==> src/rtl/instruction_prefetch_unit.sv <==
// Fetch front end: issues sequential word requests, buffers in-order responses in a
// small FIFO and hands {pc, instr} to IF/ID; a redirect flushes and drops stale responses.
module instruction_prefetch_unit #(
   parameter logic [31:0] RESET_VECTOR = 32'h0000_0000,
   parameter int          DEPTH        = 4
) (
   input  logic        clk,
   input  logic        reset,
   input  logic        redirect_valid,
   input  logic [31:0] redirect_pc,
   output logic        out_valid,
   output logic [31:0] out_pc,
   output logic [31:0] out_instr,
   input  logic        out_ready,
   output logic        mem_req_valid,
   output logic [31:0] mem_req_addr,
   input  logic        mem_req_ready,
   input  logic        mem_resp_valid,
   input  logic [31:0] mem_resp_data
);

   localparam int             PW      = $clog2(DEPTH);
   localparam int             CW      = PW + 1;
   localparam logic [CW:0]    DEPTH_W = (CW + 1)'(DEPTH);

   logic [31:0]   fetch_pc_q, fetch_pc_d;
   logic [31:0]   resp_pc_q, resp_pc_d;
   logic [CW-1:0] outst_q, outst_d;
   logic [CW-1:0] drop_q, drop_d;
   logic [CW-1:0] count_q, count_d;
   logic [PW-1:0] rd_ptr_q, rd_ptr_d;
   logic [PW-1:0] wr_ptr_q, wr_ptr_d;
   logic [31:0]   pc_mem_q    [DEPTH];
   logic [31:0]   instr_mem_q [DEPTH];
   logic          req_fire, push, pop;

   // Credit check counts both in-flight requests and buffered words so the FIFO never overflows.
   assign mem_req_valid = !reset && !redirect_valid &&
                          (({1'b0, outst_q} + {1'b0, count_q}) < DEPTH_W);
   assign mem_req_addr  = fetch_pc_q;
   assign out_valid     = (count_q != '0);
   assign out_pc        = pc_mem_q[rd_ptr_q];
   assign out_instr     = instr_mem_q[rd_ptr_q];

   always_comb begin
      req_fire   = mem_req_valid && mem_req_ready;
      push       = mem_resp_valid && !redirect_valid && (drop_q == '0);
      pop        = out_valid && out_ready && !redirect_valid;
      outst_d    = outst_q + CW'(req_fire) - CW'(mem_resp_valid);
      drop_d     = drop_q;
      fetch_pc_d = fetch_pc_q;
      resp_pc_d  = resp_pc_q;
      count_d    = count_q;
      rd_ptr_d   = rd_ptr_q;
      wr_ptr_d   = wr_ptr_q;
      if (redirect_valid) begin
         // Everything still in flight (minus this cycle's word) belongs to the old stream.
         drop_d     = outst_q - CW'(mem_resp_valid);
         fetch_pc_d = {redirect_pc[31:2], 2'b00};
         resp_pc_d  = {redirect_pc[31:2], 2'b00};
         count_d    = '0;
         rd_ptr_d   = '0;
         wr_ptr_d   = '0;
      end else begin
         if (mem_resp_valid && (drop_q != '0)) drop_d = drop_q - CW'(1);
         if (req_fire) fetch_pc_d = fetch_pc_q + 32'd4;
         if (push) begin
            resp_pc_d = resp_pc_q + 32'd4;
            wr_ptr_d  = wr_ptr_q + PW'(1);
         end
         if (pop) rd_ptr_d = rd_ptr_q + PW'(1);
         count_d = count_q + CW'(push) - CW'(pop);
      end
   end

   always_ff @(posedge clk or posedge reset) begin
      if (reset) begin
         fetch_pc_q <= RESET_VECTOR;
         resp_pc_q  <= RESET_VECTOR;
         outst_q    <= '0;
         drop_q     <= '0;
         count_q    <= '0;
         rd_ptr_q   <= '0;
         wr_ptr_q   <= '0;
         for (int i = 0; i < DEPTH; i++) begin
            pc_mem_q[i]    <= '0;
            instr_mem_q[i] <= '0;
         end
      end else begin
         fetch_pc_q <= fetch_pc_d;
         resp_pc_q  <= resp_pc_d;
         outst_q    <= outst_d;
         drop_q     <= drop_d;
         count_q    <= count_d;
         rd_ptr_q   <= rd_ptr_d;
         wr_ptr_q   <= wr_ptr_d;
         if (push) begin
            pc_mem_q[wr_ptr_q]    <= resp_pc_q;
            instr_mem_q[wr_ptr_q] <= mem_resp_data;
         end
      end
   end

   // A response with nothing in flight means the memory side broke the protocol.
   resp_has_credit: assert property (@(posedge clk) disable iff (reset)
                                     mem_resp_valid |-> (outst_q != '0));

endmodule

==> config.mk <==
export PLATFORM = sky130hd
export DESIGN_NAME = instruction_prefetch_unit
export DESIGN_NICKNAME = d
export VERILOG_FILES = /design/src/rtl/instruction_prefetch_unit.sv
export SDC_FILE = /design/constraint.sdc
export NUM_CORES = 1
export LEC_CHECK = 0
export CELL_PAD_IN_SITES_DETAIL_PLACEMENT = 1
export CELL_PAD_IN_SITES_GLOBAL_PLACEMENT = 1
export CORE_MARGIN = 2
export CORE_UTILIZATION = 30
export DETAILED_ROUTE_END_ITERATION = 8
export DONT_BUFFER_PORTS = 1
export PLACE_DENSITY_LB_ADDON = 0.12
export SYNTH_ARGS = -nofsm -noshare
export SYNTH_HDL_FRONTEND = slang
export SYNTH_SLANG_ARGS = --single-unit
==> constraint.sdc <==
create_clock -name clk -period 32.3 [get_ports clk]
set_clock_uncertainty 0.15 [all_clocks]
set_input_delay 4.845 -clock clk [delete_from_list [all_inputs] [get_ports clk]]
set_output_delay 4.845 -clock clk [all_outputs]
set_load 0.01 [all_outputs]
# ---- Word level (Yosys, flattened, before mapping)
# Cells that the tools add are included.
dict set report word_totals {
  reg_bits 333
  elab_cells 71
  inputBits 70
  n_memories 0
  ramBits 0
  latchBits 0
  mem_bits_ro 0
  output_inout_bits 98
}
dict set report op_classes {
  shift 0
  magnitude_cmp 4
  n_mux 21
  add_sub_neg 11
  bitwise_logic 2
  reduce_logical 18
  n_eq_ne 0
  div_mod_pow 0
  multipliers 0
}
# operator count
set ops {}
lappend ops {{$mux 32} 9}
lappend ops {{$bwmux 128} 2}
lappend ops {{$bmux 32 s2} 2}
lappend ops {{$add 32x3->32 const B} 2}
lappend ops {{$demux 32 s2} 1}
lappend ops {{$logic_and 1x1->1} 9}
lappend ops {{$mux 3} 3}
lappend ops {{$sub 3x1->3} 3}
lappend ops {{$mux 2} 4}
lappend ops {{$reduce_bool 2->1} 4}
lappend ops {{$add 3x1->3} 2}
lappend ops {{$ge 3x3->1 const B} 2}
lappend ops {{$not 2->3} 2}
lappend ops {{$reduce_bool 3->1} 2}
lappend ops {{$add 2x1->2 const B} 2}
lappend ops {{$add 3x3->4} 1}
lappend ops {{$lt 4x3->1 const B} 1}
lappend ops {{$logic_not 3->1} 1}
lappend ops {{$lt 3x1->1 const B} 1}
lappend ops {{$sub 3x1->3 const B} 1}
lappend ops {{$logic_not 1->1} 2}

# ---- Logic depth before layout (Yosys ltp)
# Gate-level depths: netlist of run 1.
dict set report depth {
  word_depth 6
  depth_mapped 13
  depth_no_buf 12
}

# ---- Worst setup path after synthesis of run 1
# OpenSTA, ideal clock, no wires.
dict set report synth_timing {
  path_type {input to output}
  start {input port redirect_valid}
  end {output port mem_req_valid}
  path_stages 3
  slack_ps 21976
  arrival_time_ps 5329
  required_time_ps 27305
  cell_sequence {buf_6 -> nor3_2 -> and3_1}
}
dict set report synth_between {
  elab_chain_len 3
}
# element line
set synth_lines {}
lappend synth_lines {{start: declaration} 9} ;# input logic redirect_valid,
lappend synth_lines {{$logic_not 1->1} 38} ;# assign mem_req_valid = !reset && !redirect_valid &&
lappend synth_lines {{$logic_and 1x1->1 (2 in a row)} 38}
lappend synth_lines {{end: declaration} 15} ;# output logic mem_req_valid,
# Every way passes these cells.

# ---- Worst setup path after layout of run 1
# Same ends and word-level chain as after synthesis.

==> results of run 1 <==
kinds of logic (layout without fill, tap and decap cells):
family | Yosys count | after routing
multiplexers | 316 | 316
AO/OA/AOI/OAI | 83 | 83
AND/OR/NAND/NOR | 210 | 210
flip-flops | 321 | 321
buffers and inverters | 92 | 98
XOR/XNOR | 45 | 45
adder cells (fa/ha/maj) | 18 | 18
other | 1 | 4
layer usage:
layer,routed length [um],up-vias
met5,0,-
met1,18100,4688
met3,2180,47
li1,-,3942
met2,18200,172
met4,654,0
worst min path at each step:
stage | start | to | cells after the start
CTS | pc_mem_q[45] | pc_mem_q[45] | 2
finish | pc_mem_q[73] | pc_mem_q[73] | 2
global route | pc_mem_q[19] | pc_mem_q[19] | 1
detailed placement | pc_mem_q[45] | pc_mem_q[45] | 2
floorplan | pc_mem_q[41] | pc_mem_q[41] | 2
global placement | pc_mem_q[105] | pc_mem_q[105] | 2
cells in the mapped netlist (2+ instances only):
master and number:
a21boi_0 2, a21oi_1 5, a31oi_1 7, and2_1 2, and3_1 10, and4_1 5
and4_2 2, buf_1 5, buf_2 33, buf_4 10, buf_6 2, clkbuf_1 15
clkbuf_8 4, dfrtp_1 321, fa_1 2, ha_1 16, inv_1 20, inv_2 2
mux2_1 17, mux2_2 234, mux2i_1 3, mux4_2 62, nand2_1 69, nand2b_1 2
nand3_1 26, nand4_1 27, nor2_1 29, nor2_2 3, nor2b_1 3, nor3_1 7
nor4_1 4, nor4_2 2, o211ai_1 12, o21ai_0 34, o21ai_1 9, o311ai_0 3
o311ai_1 3, or3_1 4, or4_1 2, xnor2_1 23, xor2_1 22
final cells by class:
cell class                      count  area share (%)
Timing Repair Buffer                9           0.475
Inverter                           22           0.534
Clock inverter                      6           0.326
Sequential cell                   321            47.6
Tap cell                          672            4.98
Multi-Input combinational cell    676            39.0
Clock buffer                       61            7.06
flip-flops by register name, summed over array words and instances, names as in the netlist:
signal        count
instr_mem_q     128
pc_mem_q        120
mem_req_addr     30
resp_pc_q        30
count_q           3
drop_q            3
outst_q           3
rd_ptr_q          2
wr_ptr_q          2
power by group through the flow:
| stage | registers (mW) | logic [mW] | clock network [mW] |
|---|---|---|---|
| after global placement | 0.551 | 0.292 | 0 |
| after floorplan | 0.520 | 0.251 | 0 |
| after detailed placement | 0.553 | 0.297 | 0 |
| final | 0.544 | 0.288 | 0.431 |
| after global routing | 0.558 | 0.315 | 0.468 |
| after CTS | 0.546 | 0.298 | 0.452 |
cells in the final DEF, fill, tap and decap left out, types with 3 or more instances in the layout:
master / instances
o211ai_1: 12
nor2_1: 29
nand3_1: 26
or3_1: 4
buf_4: 8
nand2_4: 4
inv_1: 19
xor2_1: 22
nand4_1: 27
a31oi_1: 7
mux4_2: 62
a21oi_1: 5
nor2b_1: 3
xnor2_1: 23
conb_1: 4
clkbuf_8: 9
ha_1: 16
clkbuf_16: 41
nor2_2: 3
nor3_1: 7
nand2_1: 65
and3_1: 10
mux2i_1: 3
mux2_2: 234
mux2_1: 17
o311ai_0: 3
and4_1: 5
o21ai_0: 34
o21ai_1: 9
dfrtp_1: 319
clkinv_2: 5
nor4_1: 4
clkbuf_1: 11
o311ai_1: 3
==> impl_metrics.env, run 1 <==
export IMPL_grt_most_used_layer="met2"
export IMPL_wl_um=39200
export IMPL_place_area_mm2=0.0156
export IMPL_synth_edf_count=0
export IMPL_p_leak_nw=7.56
export IMPL_fillers=5236
export IMPL_timing_rr_end="outst_q[2]"
export IMPL_synth_area_top_cells="dfrtp_1 53%, mux2_2 18%, mux4_2 9.3%"
export IMPL_worstSkewPairLatency_ns=0.55
export IMPL_path_buf_inv=0
export IMPL_relSlewSlack_pct=29.2
export IMPL_vias_per_cell=5.01
export IMPL_synthSimpleGateAreaFrac_pct=7.52
export IMPL_synthAdderAreaFrac_pct=1.60
export IMPL_syn_inst=1086
export IMPL_cts_buffers=40
export IMPL_remaining_drc_errors=0
export IMPL_port_buffers=0
export IMPL_fp_dieH_um=228
export IMPL_gp_congestion=0.731
export IMPL_comb_power_share_pct=22.8
export IMPL_startpoint="redirect_valid"
export IMPL_timing_final_crit_share_pct=31.7
export IMPL_vias=8849
export IMPL_dieWidth_um=228
export IMPL_grt_overflow=0
export IMPL_crit_chain="nor3_2 > and3_1"
export IMPL_path_depth=2
export IMPL_p_per_area_mw_per_mm2=74.8
export IMPL_met2_usage_pct=24.6
export IMPL_seq_area_frac_synth_pct=53.4
export IMPL_cts_tree="done"
export IMPL_regArea_mm2=0.00804
export IMPL_yosysWarnings=0
export IMPL_hold_buffers=0
export IMPL_ys_ff_latch=321
export IMPL_grt_usage_pct=15.4
export IMPL_cts_sink_count=321
export IMPL_maxSlewViolCount=0
export IMPL_min_period_ns=10.25
export IMPL_layout_core_utilization_pct=33.8
export IMPL_yosysTopAreaCell="dfrtp_1"
export IMPL_crit_path_top_delay_cell="and3_1"
export IMPL_hpwlAfterDp_um=24600
export IMPL_tightest_slew_ns=1.06
export IMPL_finalInstanceArea_mm2=0.0169
export IMPL_root_buffer="clkbuf_16"
export IMPL_outcome="finished clean"
export IMPL_fmax_mhz=97.6
export IMPL_grt_use_met3_pct=4.21
export IMPL_tns_ns=0
export IMPL_dr_first_iter_drc_count=322
export IMPL_area_growth_pct=12.1
export IMPL_slowest_delay_ns=0.23
export IMPL_switchingPower_mw=0.378
export IMPL_crit_path_end_kind="output pin"
export IMPL_firstDrtPassIters=6
export IMPL_ant_nets=0
export IMPL_final_net_count=1158
export IMPL_ff2ff_path_depth=12
export IMPL_required_ns=27.31
export IMPL_worstReg2RegStart="outst_q[2]"
export IMPL_arrival_ns=5.25
export IMPL_synth_compound_area_share_pct=3.40
export IMPL_finalSetupViolCount=0
export IMPL_cp_start_kind="input port"
export IMPL_grt_pass1_wl_um=62200
export IMPL_cap_violations=0
export IMPL_ys_types=64
export IMPL_crit_path_max_fanout=71
export IMPL_finalWorstSetupSlack_ns=22.05
export IMPL_hold_path_class="reg -> reg"
export IMPL_ys_flop_type="dfrtp_1"
export IMPL_cpLargestDelayFamily="simple AND/OR/NAND/NOR gates"
export IMPL_synth_async_reset_ratio_pct=100
export IMPL_num_rows=82
export IMPL_netlist_area_mm2=0.0151
export IMPL_worstSetupPathType="in -> out"
export IMPL_wl_per_cell_um=22.2
export IMPL_pwr_share_seq_pct=43.1
export IMPL_hold_ws_ns=0.327
export IMPL_peakVddDrop_mv=0.0295
export IMPL_grt_max_degree=152
export IMPL_switching_share_pct=29.9
export IMPL_start_util_pct=30.2
export IMPL_grt_pass1_vias=9809
export IMPL_synth_top_cell_area_share_pct=53.4
export IMPL_place_inst=1700
export IMPL_internal_power_mw=0.884
export IMPL_design_power_total_mw=1.26
export IMPL_clk_pin_slew_worst_paths_ns=0.05
export IMPL_cts_path_max_buffers=3
export IMPL_antenna_found_initial=0
export IMPL_stdcell_count=1767
export IMPL_htree_num_levels=2
export IMPL_finalHoldViolations=0
export IMPL_muxShareOfSynthArea_pct=28.2
export IMPL_ioPinCount=168
export IMPL_n_antenna_cell=0
export IMPL_post_cts_setup_buffer_count=0
export IMPL_power_frac_clock_pct=34.1
export IMPL_ff2ff_setup_slack_ns=29.10
export IMPL_die_area_mm2=0.0520
export IMPL_postCtsResizedCells=0
export IMPL_drive_above_1_share_pct=35.5
export IMPL_synth_top_family_by_area="multiplexers"
export IMPL_cp_endpoint="mem_req_valid"
export IMPL_multi_input_area_mm2=0.00658
export IMPL_core_area_mm2=0.0499
export IMPL_rsz0062_at_grt="no"
export IMPL_preCtsSetupSlack_ns=22.06
export IMPL_grt_util_met1_pct=20.9
export IMPL_synth_xor_area_share_pct=2.62
export IMPL_synth_avg_cell_area_um2=13.9
No activity file was read; power rests on OpenSTA's default activity.
==> run 2: changes to the inputs <==
clock period = 9.45 ns   (was 32.3 ns; I/O delays follow)
==> impl_metrics.env, run 2 (synthesized netlist as in run 1, its figures left out) <==
export IMPL_outcome="finished clean"
export IMPL_ant_nets=0
export IMPL_ff2ff_setup_slack_ns=6.29
export IMPL_switchingPower_mw=1.31
export IMPL_cp_start_kind="flip-flop"
export IMPL_vias_per_cell=5.00
export IMPL_peakVddDrop_mv=0.121
export IMPL_crit_chain="buf_4 > mux4_2"
export IMPL_root_buffer="clkbuf_16"
export IMPL_tightest_slew_ns=1.10
export IMPL_slowest_delay_ns=1.03
export IMPL_maxSlewViolCount=0
export IMPL_timing_rr_end="outst_q[2]"
export IMPL_grt_max_degree=151
export IMPL_worstReg2RegStart="outst_q[2]"
export IMPL_p_per_area_mw_per_mm2=259
export IMPL_internal_power_mw=3.08
export IMPL_holdCritStartpoint="pc_mem_q[105]"
export IMPL_fp_dieH_um=228
export IMPL_start_util_pct=30.2
export IMPL_firstDrtPassIters=4
export IMPL_antenna_found_initial=0
export IMPL_gp_congestion=0.714
export IMPL_hpwlAfterDp_um=24400
export IMPL_crit_path_max_fanout=41
export IMPL_drive_above_1_share_pct=35.8
export IMPL_clk_pin_slew_worst_paths_ns=0.05
export IMPL_fmax_mhz=226
export IMPL_dieWidth_um=228
export IMPL_post_cts_setup_buffer_count=0
export IMPL_crit_path_top_delay_cell="dfrtp_4"
export IMPL_wl_um=39100
export IMPL_timing_final_crit_share_pct=46.9
export IMPL_grt_usage_pct=15.4
export IMPL_min_period_ns=4.43
export IMPL_regArea_mm2=0.00804
export IMPL_top_register="instr_mem_q"
export IMPL_finalHoldViolations=0
export IMPL_arrival_ns=2.86
export IMPL_wl_per_cell_um=22.0
export IMPL_largest_reg_flops=128
export IMPL_reg_top3="instr_mem_q (128), pc_mem_q (120)"
export IMPL_hold_path_class="reg -> reg"
export IMPL_cts_buffers=41
export IMPL_crit_path_end_kind="output pin"
export IMPL_fillers=5233
export IMPL_ioPinCount=168
export IMPL_min_to="pc_mem_q[105]"
export IMPL_area_growth_pct=12.7
export IMPL_place_inst=1701
export IMPL_switching_share_pct=29.8
export IMPL_tns_ns=0
export IMPL_cap_violations=0
export IMPL_ff2ff_path_depth=12
export IMPL_p_leak_nw=7.60
export IMPL_relSlewSlack_pct=26.7
export IMPL_remaining_drc_errors=0
export IMPL_multi_input_area_mm2=0.00658
export IMPL_stdcell_count=1775
export IMPL_grt_overflow=0
export IMPL_power_frac_clock_pct=35.4
export IMPL_comb_power_share_pct=21.8
export IMPL_port_buffers=0
export IMPL_core_area_mm2=0.0499
export IMPL_grt_pass1_vias=9756
export IMPL_num_rows=82
export IMPL_cts_path_max_buffers=3
export IMPL_whs_path_depth=2
export IMPL_worstSkewPairLatency_ns=0.56
export IMPL_htree_num_levels=2
export IMPL_worstSetupPathType="reg -> out"
export IMPL_postCtsResizedCells=0
export IMPL_final_net_count=1160
export IMPL_vias=8867
export IMPL_rsz0062_at_grt="no"
export IMPL_cts_tree="done"
export IMPL_die_area_mm2=0.0520
export IMPL_required_ns=7.88
export IMPL_layout_core_utilization_pct=34.0
export IMPL_pwr_share_seq_pct=42.8
export IMPL_dr_first_iter_drc_count=300
export IMPL_grt_pass1_wl_um=62100
export IMPL_layout_common_cells="319 x dfrtp_1, 234 x mux2_2, 65 x nand2_1"
export IMPL_finalSetupViolCount=0
export IMPL_final_common_cell="dfrtp_1"
export IMPL_cts_sink_count=321
export IMPL_hold_buffers=0
-- run 2: worst max-delay path by stage --
stage                      from          to  slack (ns)  depth (start not counted)
floorplan                 reset  count_q[0]        3.60                          1
CTS                 rd_ptr_q[0]  out_pc[31]        4.83                          2
finish              rd_ptr_q[0]  out_pc[29]        5.02                          2
global placement    rd_ptr_q[0]  out_pc[28]        5.44                          2
global route        rd_ptr_q[0]  out_pc[27]        4.73                          2
detailed placement  rd_ptr_q[0]  out_pc[31]        5.44                          2
-- run 2: metal layers --
metal  track usage [%]  vias up  wire length, um
li1                  -     3961                -
met1              20.9     4688            18200
met2              24.7      164            18100
met3              4.11       54             2050
met4              3.80        0              761
met5                 0        -                0
-- run 2: power groups by stage --
stage          combinational, mW  clock [mW]  sequential, mW
6_report                   0.958        1.55            1.88
5_1_grt                     1.05        1.69            1.93
4_1_cts                    0.993        1.63            1.89
3_5_place_dp               0.990           0            1.91
3_3_place_gp               0.974           0            1.91
2_1_floorplan              0.858           0            1.78
-- run 2: area by class of cell --
class,count,area share [%]
Clock buffer,64,7.28
Antenna cell,1,0.0147
Sequential cell,321,47.4
Tap cell,672,4.95
Multi-Input combinational cell,676,38.8
Clock inverter,9,0.597
Inverter,22,0.509
Timing Repair Buffer,10,0.516
-- run 2: worst max-delay path, delay by kind of cell (launching register included) --
kind | cells | cell delay [ns]
mux | 1 | 0.66
flops | 1 | 1.03
buf+inv | 1 | 0.60
-- run 2: stage by stage --
stage	instance area [um^2]	setup slack [ns]	power (mW)	hold slack (ns)
2_1_floorplan	15100	3.60	2.63	0.295
3_3_place_gp	15600	5.44	2.88	0.313
3_5_place_dp	15600	5.44	2.90	0.320
4_1_cts	17000	4.83	4.51	0.333
5_1_grt	17000	4.73	4.67	0.361
6_report	17000	5.02	4.39	0.327
